**config.mk**
```make
export PLATFORM = sky130hd
export DESIGN_NAME = vga_code_sched
export DESIGN_NICKNAME = d
export VERILOG_FILES = /design/src/rtl/vga_pkg.sv /design/src/rtl/sync_fifo.sv /design/src/rtl/vga_code_sched.sv
export SDC_FILE = /design/constraint.sdc
export NUM_CORES = 1
export LEC_CHECK = 0
export ABC_AREA = 0
export CELL_PAD_IN_SITES_DETAIL_PLACEMENT = 0
export CELL_PAD_IN_SITES_GLOBAL_PLACEMENT = 2
export CORE_MARGIN = 2
export CORE_UTILIZATION = 43
export DETAILED_ROUTE_END_ITERATION = 16
export PLACE_DENSITY = 0.93
export SLEW_MARGIN = 20
export SYNTH_ARGS = -nofsm -noshare
export SYNTH_HDL_FRONTEND = slang
export SYNTH_SLANG_ARGS = --single-unit
```
**constraint.sdc**
```tcl
create_clock -name clk -period 6.9 [get_ports clk]
set_input_delay 0.69 -clock clk [delete_from_list [all_inputs] [get_ports clk]]
set_output_delay 0.69 -clock clk [all_outputs]
set_load 0.05 [all_outputs]
```
**src/rtl/vga_pkg.sv**
```systemverilog
// vga_pkg: timing constants and colour-code field helpers shared by vga and vga_code_sched
package vga_pkg;
    localparam int CODE_W      = 24;
    localparam int H_VISIBLE   = 800;
    localparam int H_SYNC_BEG  = 856;
    localparam int H_SYNC_END  = 976;
    localparam int H_TOTAL     = 1040;
    localparam int V_VISIBLE   = 600;
    localparam int V_SYNC_BEG  = 637;
    localparam int V_SYNC_END  = 643;
    localparam int V_TOTAL     = 666;
    localparam int LEFT_MSB    = 23;
    localparam int LEFT_LSB    = 12;
    localparam int RIGHT_MSB   = 11;
    localparam int RIGHT_LSB   = 0;

    function automatic logic [11:0] code_left(input logic [CODE_W-1:0] c);
        return c[LEFT_MSB:LEFT_LSB];
    endfunction

    function automatic logic [11:0] code_right(input logic [CODE_W-1:0] c);
        return c[RIGHT_MSB:RIGHT_LSB];
    endfunction
endpackage

```
**src/rtl/sync_fifo.sv**
```systemverilog
// sync_fifo: single-clock FIFO with occupancy count and synchronous flush
module sync_fifo #(
    parameter int W     = 24,
    parameter int DEPTH = 4,
    parameter int LW    = $clog2(DEPTH) + 1
) (
    input  logic          clk,
    input  logic          rst_n,
    input  logic          flush,
    input  logic          push,
    input  logic          pop,
    input  logic [W-1:0]  din,
    output logic [W-1:0]  dout,
    output logic          full,
    output logic          empty,
    output logic [LW-1:0] level
);
    localparam int AW = $clog2(DEPTH);

    logic [W-1:0]  r_mem [DEPTH];
    logic [AW-1:0] r_wp;
    logic [AW-1:0] r_rp;
    logic [LW-1:0] r_lvl;

    assign dout  = r_mem[r_rp];
    assign full  = (r_lvl == LW'(DEPTH));
    assign empty = (r_lvl == '0);
    assign level = r_lvl;

    // storage is not reset; only the pointers decide what is valid
    always_ff @(posedge clk) begin
        if (push) r_mem[r_wp] <= din;
    end

    // pointers wrap naturally because DEPTH is a power of two
    always_ff @(posedge clk or negedge rst_n) begin
        if (!rst_n) begin
            r_wp  <= '0;
            r_rp  <= '0;
            r_lvl <= '0;
        end else if (flush) begin
            r_wp  <= '0;
            r_rp  <= '0;
            r_lvl <= '0;
        end else begin
            r_wp  <= r_wp + AW'(push);
            r_rp  <= r_rp + AW'(pop);
            r_lvl <= r_lvl + LW'(push) - LW'(pop);
        end
    end
endmodule

```
**src/rtl/vga_code_sched.sv**
```systemverilog
// vga_code_sched: arbitrates two code requesters into a FIFO and presents one code per hold period at frame boundaries
module vga_code_sched #(
    parameter int CODE_W  = vga_pkg::CODE_W,
    parameter int DEPTH   = 4,
    parameter int H_TOTAL = vga_pkg::H_TOTAL,
    parameter int V_TOTAL = vga_pkg::V_TOTAL,
    parameter int LW      = $clog2(DEPTH) + 1
) (
    input  logic              clk,
    input  logic              rst_n,
    input  logic              a_valid,
    input  logic [CODE_W-1:0] a_code,
    output logic              a_ready,
    input  logic              b_valid,
    input  logic [CODE_W-1:0] b_code,
    output logic              b_ready,
    input  logic [7:0]        hold_frames,
    input  logic              flush,
    output logic [CODE_W-1:0] code,
    output logic              frame_end,
    output logic [LW-1:0]     level
);
    localparam int HW = $clog2(H_TOTAL);
    localparam int VW = $clog2(V_TOTAL);
    localparam logic [HW-1:0] H_LAST = HW'(H_TOTAL - 1);
    localparam logic [VW-1:0] V_LAST = VW'(V_TOTAL - 1);
    localparam logic RR_A = 1'b0;
    localparam logic RR_B = 1'b1;

    logic [HW-1:0]     r_h;
    logic [VW-1:0]     r_v;
    logic [7:0]        r_hold;
    logic              r_rr;
    logic [CODE_W-1:0] r_code;
    logic              w_full;
    logic              w_empty;
    logic              w_pop;
    logic              w_both;
    logic [CODE_W-1:0] w_head;
    logic [7:0]        w_hold_load;

    assign frame_end   = (r_h == H_LAST) && (r_v == V_LAST);
    assign w_both      = a_valid && b_valid;
    assign a_ready     = rst_n && !flush && !w_full && a_valid && (!b_valid || r_rr == RR_A);
    assign b_ready     = rst_n && !flush && !w_full && b_valid && (!a_valid || r_rr == RR_B);
    assign w_pop       = frame_end && !flush && (r_hold == 8'd0) && !w_empty;
    assign w_hold_load = (hold_frames == 8'd0) ? 8'd0 : hold_frames - 8'd1;
    assign code        = r_code;

    sync_fifo #(.W(CODE_W), .DEPTH(DEPTH), .LW(LW)) u_fifo (
        .clk   (clk),
        .rst_n (rst_n),
        .flush (flush),
        .push  (a_ready || b_ready),
        .pop   (w_pop),
        .din   (a_ready ? a_code : b_code),
        .dout  (w_head),
        .full  (w_full),
        .empty (w_empty),
        .level (level)
    );

    // free-running frame timing, aligned with vga by the shared reset
    always_ff @(posedge clk or negedge rst_n) begin
        if (!rst_n) begin
            r_h <= '0;
            r_v <= '0;
        end else begin
            r_h <= (r_h == H_LAST) ? '0 : r_h + 1'b1;
            r_v <= (r_h != H_LAST) ? r_v : (r_v == V_LAST) ? '0 : r_v + 1'b1;
        end
    end

    // round-robin pointer only moves when both requesters contend
    always_ff @(posedge clk or negedge rst_n) begin
        if (!rst_n) r_rr <= RR_A;
        else if (w_both && (a_ready || b_ready)) r_rr <= a_ready ? RR_B : RR_A;
    end

    // pop at frame end once the hold period has expired, otherwise count it down
    always_ff @(posedge clk or negedge rst_n) begin
        if (!rst_n) begin
            r_code <= '0;
            r_hold <= '0;
        end else if (flush) begin
            r_hold <= '0;
        end else if (w_pop) begin
            r_code <= w_head;
            r_hold <= w_hold_load;
        end else if (frame_end && r_hold != 8'd0) begin
            r_hold <= r_hold - 8'd1;
        end
    end
endmodule

```
==> results.md <==
* Number of global-route vias before repair at 4,229
* Diodes inserted at 0
* Most used cell, CP: buf_4
* Max stage delay cell, worst path: clkdlybuf4s50_1
* PD cells at 240 nW/µm²
* Clk_lat worst skew at 0.42 ns
* Post-CTS Setup Repair Bufs at 0
* Area contributors post-synth: edfxtp_1, dfrtp_1, mux2_2, mux4_2, xnor2_1
* Die area at 17,000 µm²
* Hold Buf Count CTS at 0
* Row count at 46
* Crit Path Class: in -> out
* Syn_nets at 516
* Layout Skew at 0.00862 ns
* CP bufs+invs at 5
* DIE WIDTH at 131 µm
* DRC Markers at 0
* Worst-margin pin slew at 0.855 ns
* Clock network fraction of design power at 43.9%
* Outcome: complete, no violations
* Top_reg_cell synth: edfxtp_1
* Cts bufs inserted at 17
* Final Util at 54.7%
* Post-Syn Area at 6890 µm²
* Routed Wire Length at 13,300 µm
* Pleak at 3.28 nW
* Worst vdd ir at 0.188 mV
* Non-Filler Instances at 773
* NumNets Final at 617
* Worst path max stage delay at 0.80 ns
* Clk slew on worst S/H paths at 0.06 ns
* Critical Path AT at 3.08 ns
* DRT antenna net count at 0
* Yosys reg bits at 157
* CTS tree: yes
* Pint at 1.60 mW
* Dpl cells at 741
* Yosys cell types at 45
* Max Cap Viol at 0
* Mapped Avg Cell Area at 15.5 µm²
* Initial core utilization at 43.7%
* Post-CTS sizing at 0
* Final min period at 3.77 ns
* Fin crit share at 54.6%
* Commonest non-fill, non-tap cell in the layout: edfxtp_1
* First-pass GRT wire length at 21,400 µm
* Max-slew headroom at 43.0%
* Yosys top cell by area: edfxtp_1
* Post-Syn Instances at 443
* Gr usage total at 16.8%
* Critical-path cell list: buf_2 -> buf_4 -> nand2b_1 -> a21oi_1 -> nand3_1 -> buf_4 -> inv_1 -> clkdlybuf4s50_1
* Fillcell total at 1,276
* DRT iter0 DRCs at 195
* Final Setup Violations at 0
* Most frequent cells in the layout: edfxtp_1, clkdlybuf4s50_1, dfrtp_1, mux2_2
* Layout cells sized above 1 at 22.4%
* Yosys top cell area share at 41.9%
* DIE HEIGHT at 131 µm
* Max Slew Vio Count at 0
* Pre-Repair DR Iteration Count at 4
* Layout area overhead at 25.2%
* Max Fclk at 266 MHz
* GP Congestion at 0.761
* Sink Count at 157
* Sequential area share after synthesis at 64.0%
* Reg power frac at 49.8%
* # H-tree levels at 4
* Worst hold path type: in -> async
* Clk root buf: clkbuf_16
* Core area at 15,800 µm²
* Setup_tns at 0 ns
* Synth warn at 0
* Via density at 5.25
* Grt total ovfl at 0
* Net Sw Frac at 22.6%
* Bufs on Longest Clock Path at 2
* RSZ-0062 raised after global routing: false
* Initial antenna violation count at 0
* Post-synth EDFFs at 96
* Hold Violations, Final at 0
* Worst Setup End Kind: output port
* Switch Pwr at 0.468 mW
* DP HPWL at 8620 µm
* Critical path launch point type: input port
* Asr flop ratio synth at 38.9%
* Crit-path max FO at 62
* Pin count of the biggest net entering global routing at 63
* Cell class contributing the biggest share of worst-path delay: buffers and inverters
* Buffers on Ports at 90
* Worst path required time at 6.21 ns
* Combinational power share at 6.2%
* I/O pin total at 91
* Total number of vias at 4,056
* Routed WL per cell at 17.2 µm
[per-stage QoR]
step | power (mW) | cell area [µm²] | hold slack, ns | worst slack (ns)
floorplan | 1.11 | 6890 | 0.394 | 3.16
global placement | 1.17 | 8040 | 0.437 | 3.12
detailed placement | 1.18 | 8040 | 0.448 | 3.05
CTS | 2.09 | 8620 | 0.456 | 3.05
global route | 2.13 | 8620 | 0.498 | 2.83
finish | 2.07 | 8620 | 0.445 | 3.13
[final timing paths]
kind / startpoint / endpoint / slack (ns) / depth (start not counted)
setup / recovery: rst_n / a_ready / 3.13 / 8
hold / removal: rst_n / r_h[2]$_DFF_PN0_ / 0.45 / 2
setup reg to reg: r_h[4]$_DFF_PN0_ / u_fifo.level[2]$_DFF_PN0_ / 3.57 / 12
hold reg to reg: r_h[0]$_DFF_PN0_ / r_h[0]$_DFF_PN0_ / 0.45 / 1
max in group asynchronous: rst_n / u_fifo.r_rp[1]$_DFF_PN0_ / 5.86 / 2
min in group clk: r_h[0]$_DFF_PN0_ / r_h[0]$_DFF_PN0_ / 0.45 / 1
[routing by layer]
layer	vias up	track usage, %	part of all wire (%)
met3	13	5.90	5.1
met5	-	0	0
li1	1876	-	-
met1	2057	21.3	43
met2	110	27.7	51
met4	0	4.38	1.0
[synth_stat cells (2+ instances only)]
master and instances:
a21oi_1 10, a31oi_1 2, and2_1 3, and3_1 13
and4_1 2, buf_1 2, buf_2 3, buf_6 2
clkbuf_1 8, dfrtp_1 61, edfxtp_1 96, ha_1 11
inv_1 12, mux2_2 51, mux2i_1 7, mux4_2 24
nand2_1 16, nand2b_1 6, nand3_1 10, nand3b_1 2
nand4_1 4, nor2_1 25, nor2b_1 6, nor3_1 9
nor3b_1 4, nor4_1 2, nor4_4 2, o21ai_0 8
o22ai_1 6, xnor2_1 16, xor2_1 6
[power by group through the flow]
stage          Combinational (mW)  Clock, mW  Sequential, mW
2_1_floorplan              0.0598          0            1.05
3_3_place_gp                0.125          0            1.05
3_5_place_dp                0.130          0            1.05
4_1_cts                     0.131      0.927            1.03
5_1_grt                     0.142      0.962            1.03
6_report                    0.129      0.908            1.03
[layout make-up]
cell class / instances / area, µm² / share of cell area [%]
Timing Repair Buffer: 98 / 956 / 11.1
Multi-Input combinational cell: 258 / 2360 / 27.4
Clock buffer: 18 / 429 / 4.98
Clock inverter: 14 / 146 / 1.70
Sequential cell: 157 / 4410 / 51.2
Inverter: 12 / 45.0 / 0.523
Tap cell: 216 / 270 / 3.14
[sequential cells by signal (all words and copies together), names as in the netlist]
name	count
r_hold	8
code	24
r_rr	1
r_h	11
r_v	10
u_fifo.level	3
u_fifo.r_rp	2
u_fifo.r_wp	2
u_fifo.r_mem	96
[cells by family (layout without fill, tap and decap cells)]
kind of cell	after synthesis	in the layout	share of synthesized area [%]
flip-flops	157	157	64.0
buffers and inverters	28	142	1.85
XOR/XNOR	22	22	2.80
AO/OA/AOI/OAI	31	31	2.58
multiplexers	82	82	17.2
AND/OR/NAND/NOR	111	111	9.23
adder cells (fa/ha/maj)	12	12	2.29
Power figures use the tool's default switching activity.
